$ cat src/rtl/cpu_pkg.sv
// Shared datapath constants: bus width, register count and the IR field layout
// used by the register-select decode and the immediate sign extension.
package cpu_pkg;

    localparam int WIDTH = 32;
    localparam int NREGS = 16;

    localparam int RA_MSB  = 26;
    localparam int RA_LSB  = 23;
    localparam int RB_MSB  = 22;
    localparam int RB_LSB  = 19;
    localparam int RC_MSB  = 18;
    localparam int RC_LSB  = 15;
    localparam int IMM_MSB = 18;

endpackage

$ cat src/rtl/bus_dest_bank_reg32_en.sv
// Datapath register with synchronous clear and load enable; clear beats load.
module reg32_en #(
    parameter int WIDTH = 32
) (
    input  logic             clk,
    input  logic             clr,
    input  logic             en,
    input  logic [WIDTH-1:0] d,
    output logic [WIDTH-1:0] q
);

    always_ff @(posedge clk) begin
        if (clr) begin
            q <= '0;
        end else if (en) begin
            q <= d;
        end
    end

endmodule

$ cat src/rtl/bus_dest_bank.sv
// Bus destination side: decodes IR register fields into in/out strobes, latches
// BUS_data into the addressed registers and feeds their contents back to the bus sources.
module bus_dest_bank #(
    parameter int WIDTH = cpu_pkg::WIDTH,
    parameter int NREGS = cpu_pkg::NREGS
) (
    input  logic             clk,
    input  logic             clr,
    input  logic [WIDTH-1:0] BUS_data,
    input  logic [WIDTH-1:0] Mdatain,
    input  logic             Read,
    input  logic             Gra,
    input  logic             Grb,
    input  logic             Grc,
    input  logic             Rin,
    input  logic             Rout,
    input  logic             BAout,
    input  logic             HIin,
    input  logic             LOin,
    input  logic             PCin,
    input  logic             IRin,
    input  logic             MARin,
    input  logic             MDRin,
    input  logic             Yin,
    input  logic             OutPortin,
    input  logic             IncPC,
    output logic [WIDTH-1:0] r0_out,
    output logic [WIDTH-1:0] r1_out,
    output logic [WIDTH-1:0] r2_out,
    output logic [WIDTH-1:0] r3_out,
    output logic [WIDTH-1:0] r4_out,
    output logic [WIDTH-1:0] r5_out,
    output logic [WIDTH-1:0] r6_out,
    output logic [WIDTH-1:0] r7_out,
    output logic [WIDTH-1:0] r8_out,
    output logic [WIDTH-1:0] r9_out,
    output logic [WIDTH-1:0] r10_out,
    output logic [WIDTH-1:0] r11_out,
    output logic [WIDTH-1:0] r12_out,
    output logic [WIDTH-1:0] r13_out,
    output logic [WIDTH-1:0] r14_out,
    output logic [WIDTH-1:0] r15_out,
    output logic [WIDTH-1:0] HI_out,
    output logic [WIDTH-1:0] LO_out,
    output logic [WIDTH-1:0] PC_out,
    output logic [WIDTH-1:0] IR_out,
    output logic [WIDTH-1:0] MAR_out,
    output logic [WIDTH-1:0] MDR_out,
    output logic [WIDTH-1:0] Y_out,
    output logic [WIDTH-1:0] outPort_out,
    output logic [NREGS-1:0] rout_sel,
    output logic [WIDTH-1:0] C_sign_extended,
    output logic             multi_sel
);

    import cpu_pkg::*;

    logic [3:0]       sel_idx;
    logic             sel_valid;
    logic [NREGS-1:0] rin_sel;
    logic [WIDTH-1:0] gpr_q [NREGS];
    logic [WIDTH-1:0] pc_d;
    logic [WIDTH-1:0] mdr_d;
    logic             multi_hit;

    // Field select: Gra beats Grb beats Grc; no G* means nothing is addressed.
    always_comb begin
        sel_idx   = '0;
        sel_valid = 1'b1;
        if (Gra) begin
            sel_idx = IR_out[RA_MSB:RA_LSB];
        end else if (Grb) begin
            sel_idx = IR_out[RB_MSB:RB_LSB];
        end else if (Grc) begin
            sel_idx = IR_out[RC_MSB:RC_LSB];
        end else begin
            sel_valid = 1'b0;
        end
    end

    for (genvar i = 0; i < NREGS; i++) begin : g_gpr
        assign rin_sel[i]  = Rin & sel_valid & (sel_idx == 4'(i));
        assign rout_sel[i] = (Rout | BAout) & sel_valid & (sel_idx == 4'(i));

        reg32_en #(.WIDTH(WIDTH)) u_gpr (
            .clk (clk),
            .clr (clr),
            .en  (rin_sel[i]),
            .d   (BUS_data),
            .q   (gpr_q[i])
        );
    end

    // r0 still holds its value; only its bus-facing view is zeroed for base addressing.
    assign r0_out  = BAout ? '0 : gpr_q[0];
    assign r1_out  = gpr_q[1];
    assign r2_out  = gpr_q[2];
    assign r3_out  = gpr_q[3];
    assign r4_out  = gpr_q[4];
    assign r5_out  = gpr_q[5];
    assign r6_out  = gpr_q[6];
    assign r7_out  = gpr_q[7];
    assign r8_out  = gpr_q[8];
    assign r9_out  = gpr_q[9];
    assign r10_out = gpr_q[10];
    assign r11_out = gpr_q[11];
    assign r12_out = gpr_q[12];
    assign r13_out = gpr_q[13];
    assign r14_out = gpr_q[14];
    assign r15_out = gpr_q[15];

    reg32_en #(.WIDTH(WIDTH)) u_hi  (.clk(clk), .clr(clr), .en(HIin),      .d(BUS_data), .q(HI_out));
    reg32_en #(.WIDTH(WIDTH)) u_lo  (.clk(clk), .clr(clr), .en(LOin),      .d(BUS_data), .q(LO_out));
    reg32_en #(.WIDTH(WIDTH)) u_ir  (.clk(clk), .clr(clr), .en(IRin),      .d(BUS_data), .q(IR_out));
    reg32_en #(.WIDTH(WIDTH)) u_mar (.clk(clk), .clr(clr), .en(MARin),     .d(BUS_data), .q(MAR_out));
    reg32_en #(.WIDTH(WIDTH)) u_y   (.clk(clk), .clr(clr), .en(Yin),       .d(BUS_data), .q(Y_out));
    reg32_en #(.WIDTH(WIDTH)) u_out (.clk(clk), .clr(clr), .en(OutPortin), .d(BUS_data), .q(outPort_out));

    // An explicit PC load takes precedence over the increment.
    assign pc_d  = PCin ? BUS_data : PC_out + {{(WIDTH-1){1'b0}}, 1'b1};
    assign mdr_d = Read ? Mdatain : BUS_data;

    reg32_en #(.WIDTH(WIDTH)) u_pc  (.clk(clk), .clr(clr), .en(PCin | IncPC), .d(pc_d),  .q(PC_out));
    reg32_en #(.WIDTH(WIDTH)) u_mdr (.clk(clk), .clr(clr), .en(MDRin),        .d(mdr_d), .q(MDR_out));

    assign C_sign_extended = {{(WIDTH-IMM_MSB-1){IR_out[IMM_MSB]}}, IR_out[IMM_MSB:0]};

    assign multi_hit = ((Gra & Grb) | (Gra & Grc) | (Grb & Grc)) & (Rin | Rout | BAout);

    always_ff @(posedge clk) begin
        if (clr) begin
            multi_sel <= 1'b0;
        end else if (multi_hit) begin
            multi_sel <= 1'b1;
        end
    end

endmodule

$ cat config.mk
export PLATFORM = sky130hd
export DESIGN_NAME = bus_dest_bank
export DESIGN_NICKNAME = d
export VERILOG_FILES = /design/src/rtl/cpu_pkg.sv /design/src/rtl/bus_dest_bank_reg32_en.sv /design/src/rtl/bus_dest_bank.sv
export SDC_FILE = /design/constraint.sdc
export NUM_CORES = 1
export LEC_CHECK = 0
export CORE_AREA = 2 2 351 353
export CTS_CLUSTER_SIZE = 25
export DETAILED_ROUTE_END_ITERATION = 7
export DIE_AREA = 0 0 353 355
export GPL_ROUTABILITY_DRIVEN = 0
export PLACE_DENSITY_LB_ADDON = 0.12
export SYNTH_ARGS = -nofsm -noshare
export SYNTH_HDL_FRONTEND = slang
export SYNTH_SLANG_ARGS = --single-unit
$ cat constraint.sdc
create_clock -name clk -period 2.1 [get_ports clk]
set_input_delay 0.42 -clock clk [delete_from_list [all_inputs] [get_ports clk]]
set_output_delay 0.42 -clock clk [all_outputs]
set_load 0.05 [all_outputs]
Word level (Yosys, flattened, before mapping)
Index checks and enable logic that the tools add are counted.
{ "op_classes": {"addsub": 1, "n_reduce_logical": 1, "bitwise": 44, "mux": 9, "n_eq_ne": 15} }
{ "op_table": {"columns": ["op", "n"], "rows": [
  ["$mux W32", 3],
  ["$and A1 B1 Y1", 38],
  ["$add A32 B1 Y32 const B", 1],
  ["$eq A4 B4 Y1 const B", 8],
  ["$eq A4 B3 Y1 const B", 4],
  ["$mux W4", 3],
  ["$eq A4 B2 Y1 const B", 2],
  ["$or A1 B1 Y1", 6],
  ["$eq A4 B1 Y1 const B", 1],
  ["$logic_not A4 Y1", 1],
  ["$mux W1", 3]
]} }
{ "word_totals": {"elab_cells": 95, "register_bits": 769, "input_bits": 82} }

Depth between registers and ports, before layout
Gate-level depths: netlist of run 1.
{ "depth": {"word_depth": 5, "mapped_depth": 8} }

Hierarchy
A second synthesis of run 1 with hierarchy kept.
{ "hier_totals": {"cells_unflattened": 2838, "hier_area_um2": 30234.0} }
{ "by_module_without_submodules": {"columns": ["module", "seq_area_each_um2", "n_inst", "cells_per_inst", "area_each_um2"], "rows": [
  ["reg32_en", 640.6, 24, 103, 1163.6],
  ["bus_dest_bank", 20.0, 1, 366, 2307.2]
]} }

Least setup slack after synthesis of run 1
Ideal clock, no wire load.
{ "synth_path": {"path_kind": "register to output", "start": "register u_ir.q[18]", "end": "output rout_sel[12]", "path_stages_with_launch": 7, "n_path_buf": 1, "setup_slack_ns": -0.747, "arrival_ns": 2.427, "t_required_ns": 1.680, "cell_sequence": "dfxtp_1 -> nand3b_1 -> a31o_2 -> clkbuf_1 -> nor2_1 -> nand2_1 -> nor2_1"} }
{ "synth_via": {"elab_chain_len": 5} }
{ "synth_rtl": {"columns": ["item", "line_no", "text"], "rows": [
  ["start, declared", "bus_dest_bank_reg32_en.sv:9", "output logic [WIDTH-1:0] q"],
  ["start signal, assigned", "bus_dest_bank_reg32_en.sv:14", "q <= '0;"],
  ["start signal, assigned", "bus_dest_bank_reg32_en.sv:16", "q <= d;"],
  ["$mux W4", "bus_dest_bank.sv:74", "end else if (Grc) begin"],
  ["$mux W4", "bus_dest_bank.sv:72", "end else if (Grb) begin"],
  ["$mux W4", "bus_dest_bank.sv:70", "if (Gra) begin"],
  ["$eq A4 B4 Y1", "bus_dest_bank.sv:83", "assign rout_sel[i] = (Rout | BAout) & sel_valid & (sel_idx == 4'(i));"],
  ["$and A1 B1 Y1", "bus_dest_bank.sv:83", null],
  ["end, declared", "bus_dest_bank.sv:51", "output logic [NREGS-1:0] rout_sel,"]
]} }
No other way between the ends.

Worst setup path after layout of run 1
{ "layout_path": {"start": "input Gra", "end": "output rout_sel[5]"} }
{ "layout_via": {"elab_chain_len": 3} }
{ "layout_rtl": {"columns": ["item", "line_no", "text"], "rows": [
  ["start, declared", "bus_dest_bank.sv:12", "input logic Gra,"],
  ["$mux W4 / $mux W1 (equally long branches)", "bus_dest_bank.sv:70", null],
  ["$eq A4 B3 Y1 / $and A1 B1 Y1 (equally long branches)", "bus_dest_bank.sv:83", null],
  ["$and A1 B1 Y1 *", "bus_dest_bank.sv:83", null]
]} }
Every way passes the cells marked *; elsewhere a longest branch is shown, timed or not.

==> results of run 1 <==
logic make-up (layout without fill, tap and decap cells):
kind of cell / Yosys count / count (layout)
AND/OR/NAND/NOR: 967 / 967
adder cells (fa/ha/maj): 2 / 2
AO/OA/AOI/OAI: 333 / 333
buffers and inverters: 316 / 1296
flip-flops: 769 / 769
multiplexers: 487 / 487
other: 0 / 9
XOR/XNOR: 28 / 28
worst max path at each step:
| stage | start | end | slack (ns) |
|---|---|---|---|
| final | Gra | rout_sel[5] | -0.39 |
| after detailed placement | Gra | g_gpr[8].u_gpr.q[13]$_SDFFE_PP0P_ | -1.22 |
| after floorplan | Grb | rout_sel[15] | 0.00001 |
| after global placement | Gra | g_gpr[8].u_gpr.q[13]$_SDFFE_PP0P_ | -1.27 |
| after CTS | u_ir.q[18]$_SDFFE_PP0P_ | rout_sel[9] | -0.48 |
| after global routing | u_ir.q[18]$_SDFFE_PP0P_ | rout_sel[9] | -0.48 |
worst reg2reg max path, delay by kind of cell (launching register included):
family | cells | cell delay [ns]
simple gates | 5 | 1.14
flops | 1 | 0.39
buf+inv | 2 | 0.39
power breakdown:
| part | total, W | internal [W] | leakage, nW | switching (W) |
|---|---|---|---|---|
| sequential | 0.0153 | 0.0151 | 6.27 | 0.000277 |
| combinational | 0.00551 | 0.00172 | 13.3 | 0.00379 |
| clock | 0.0161 | 0.00940 | 1.49 | 0.00669 |
state kept, by name (all words and copies together) (netlist names):
signal / flops
multi_sel: 1
u_hi.q: 32
u_lo.q: 32
u_mar.q: 32
u_ir.q: 32
u_mdr.q: 32
u_out.q: 32
u_y.q: 32
u_pc.q: 32
g_gpr.u_gpr.q: 512
synthesized netlist by cell type (4+ instances only):
cell and count:
a211oi_1 46, a21oi_1 13, and3_1 5, buf_1 16, buf_2 9, buf_4 50
clkbuf_1 233, dfxtp_1 769, inv_1 5, mux2i_1 487, nand2_1 31, nand2b_1 290
nand3_1 9, nand3b_1 260, nand4_1 17, nand4_2 8, nor2_1 281, nor2b_1 36
nor3_1 10, nor4_1 9, o21ai_0 257, o21bai_1 4, xnor2_1 16, xor2_1 12
cells in the final DEF (no fill, tap or decap), types with 75 or more instances in the layout:
cell type      synthesis  routed
nor2_1               281     261
nand3b_1             260     260
dlygate4sd2_1          0     492
o21ai_0              257     257
buf_12                 0      75
clkbuf_16              0      94
buf_4                 50     450
dfxtp_1              769     746
mux2i_1              487     487
nand2b_1             290     267
final cells by class:
class / instances / area [µm²]
Fill cell: 12500 / 77500
Sequential cell: 769 / 15400
Multi-Input combinational cell: 1817 / 13100
Timing Repair Buffer: 1124 / 10200
Clock buffer: 141 / 2750
Tap cell: 1625 / 2030
Clock inverter: 24 / 272
Inverter: 7 / 27.5
Antenna cell: 9 / 22.5
metrics by stage:
stage                     cells  util [%]  hold WS [ns]  cell area [µm²]  total power [W]
after floorplan            2902         -         0.448            29700           0.0189
after global placement     5329      33.9         0.454            41200           0.0213
after detailed placement   5329      33.9         0.460            41200           0.0213
after CTS                  5505      36.1         0.128            43800           0.0375
after global routing       5508      36.1         0.165            43900           0.0382
final                      5516      36.2         0.179            43900           0.0369
repair_timing:
action                                  4_1_cts  5_1_grt
endpoints found under the hold margin         0        0
buffers inserted                             11        5
pin swaps                                    24       17
endpoints found under the setup margin      788      409
gates resized for setup                     578       15
layer usage:
metal / wire length [µm] / GRT usage [%]
met4: 3760 / 5.86
met5: 30 / 0
met3: 9020 / 6.02
met2: 70400 / 38.3
met1: 59000 / 26.2
==> flow_summary_export.csv, run 1 <==
group,metric,value,unit
status,outcome,"complete, but fails checks",
status,violations,"negative setup slack",
worst_hold_path,worstHoldStart,"clr",
sta,fin_crit,2.49,ns
logic_synthesis,async_flop_share,0,%
run,cap_viol_max_count,0,
pwr,powerDensity,841,mW/mm²
sta,final-setup-viol-count,16,
worst_setup_path,worst-path-stages,8,
cts,cts_htree_levels,3,
pwr,p_leak,21.0,nW
placed_design,dp_slack,-1.22,ns
worst_hold_path,whs_endpoint,"g_gpr[11].u_gpr.q[10]$_SDFFE_PP0P_",
worst_setup_path,r2r_start,"u_pc.q[2]$_SDFFE_PP0P_",
logic_synthesis,synth_nets,2985,
logic_synthesis,synth.distinct_cells,45,
sta,tns,-5.48,ns
logic_synthesis,seq_area_frac_synth,52.3,%
floorplan,dieArea,0.125,mm²
routing,first_pass_iters,5,
cts,cts_tree,"yes",
sta,setup_ws,-0.385,ns
sta,fin_crit_sh,118,%
global_route,grt_pass1_wl,196000,µm
routing,drc,0,
routing,drtAntennaViolNets,0,
sta,rsz0062_at_grt,"yes",
routing,wl_per_cell,25.8,µm
logic_synthesis,synth-compound-area-share,6.29,%
worst_setup_path,cp_cell_sequence,"dlygate4sd2_1 > buf_4 > clkinv_2 > a31o_4 > nor2_4 > nand2_4 > nor2_4 > buf_12",
worst_setup_path,arrival,2.07,ns
worst_setup_path,end_kind,"output pin",
global_route,gr-total-overflow,0,
final_layout,final_nets,3895,
global_route,grt_pass1_vias,24000,
global_route,grt_max_degree,78,
placed_design,hpwl,103000,µm
routing,drtIter0Drc,1577,
global_route,antenna_found_initial,25,
worst_setup_path,worstPathMaxFanout,6,
logic_synthesis,synth_fa_ha_area_share,0.0766,%
floorplan,die_x,353,µm
worst_setup_path,slowest_stage,"dlygate4sd2_1",
global_route,grt_usage,21.9,%
floorplan,core-area,0.121,mm²
worst_setup_path,r2r_setup_slack,0.06,ns
routing,vias,24500,
logic_synthesis,syn_inst,2902,
sta,hold_viol_final,0,
final_layout,drive_gt1_share,20.5,%
logic_synthesis,syn_area,0.0294,mm²
cts,cts_root_buf,"clkbuf_16",
cts,cts.path.max_buffers,3,
floorplan,rows,128,
cts,clkLatencyLatePin,0.68,ns
worst_setup_path,r2r-end,"u_pc.q[31]$_SDFFE_PP0P_",
worst_setup_path,slowest_delay,0.38,ns
logic_synthesis,synthTopCellsByArea,"dfxtp_1 (52%), mux2i_1 (17%), nand3b_1 (6.6%), nand2b_1 (6.2%), o21ai_0 (4.4%)",
logic_synthesis,synth-simple-area-share,19.2,%
worst_hold_path,hold_depth,3,
cts,hold_buffers,0,
logic_synthesis,synthMuxAreaShare,16.6,%
worst_setup_path,cp_data_required_time,1.68,ns
logic_synthesis,synth-edff-count,0,
worst_setup_path,cp_common_cell,"nor2_4",
placed_design,numPortBuffers,898,
worst_setup_path,crit_family,"buffers and inverters",
logic_synthesis,synth_top_family_by_area,"simple AND/OR/NAND/NOR gates",
pwr,ir_worst_vdd,0.601,mV
worst_setup_path,crit_type,"in -> out",
logic_synthesis,avgSynthCellArea,10.1,µm²
sta,worstMarginPinSlew,0.689,ns
sta,drv_slew,0,
floorplan,io_pins,899,
floorplan,initial_core_util,24.2,%
routing,vias_per_cell,4.44,
worst_setup_path,crit_path_start_kind,"primary input",
sta,slew_headroom,53.8,%
logic_synthesis,ys_warn_count,0,
logic_synthesis,synth_top_area_cell,"dfxtp_1",
cts,path_clk_slew,0.06,ns
floorplan,die_h,355,µm
logic_synthesis,synth_xor_area_share,0.834,%
worst_setup_path,ff2ff_path_depth,7,
worst_setup_path,cp.buffers_inverters,4,
cts,cts_sinks,769,
final_layout,area.growth.synth_to_final,49.3,%
logic_synthesis,synth_ff_type,"dfxtp_1",
cts,numCtsBuffers,93,
worst_hold_path,hp-class,"in -> reg",
sta,fmax,402,MHz
logic_synthesis,synth_top_area_share,52.3,%
sta,clock_skew,0.0263,ns
routing,postRouteWirelength,142000,µm
logic_synthesis,ys_ff_latch,769,
Power figures use the tool's default switching activity.
==> run 2: changes to the inputs <==
--- a/config.mk
+++ b/config.mk
@@ -10,6 +10,7 @@
 export DETAILED_ROUTE_END_ITERATION = 7
 export DIE_AREA = 0 0 353 355
 export GPL_ROUTABILITY_DRIVEN = 0
+export HOLD_SLACK_MARGIN = 0.05
 export PLACE_DENSITY_LB_ADDON = 0.12
 export SYNTH_ARGS = -nofsm -noshare
 export SYNTH_HDL_FRONTEND = slang
==> results of run 2 <==
Same layout as run 1: the final DEF is identical, and so are final timing and power.
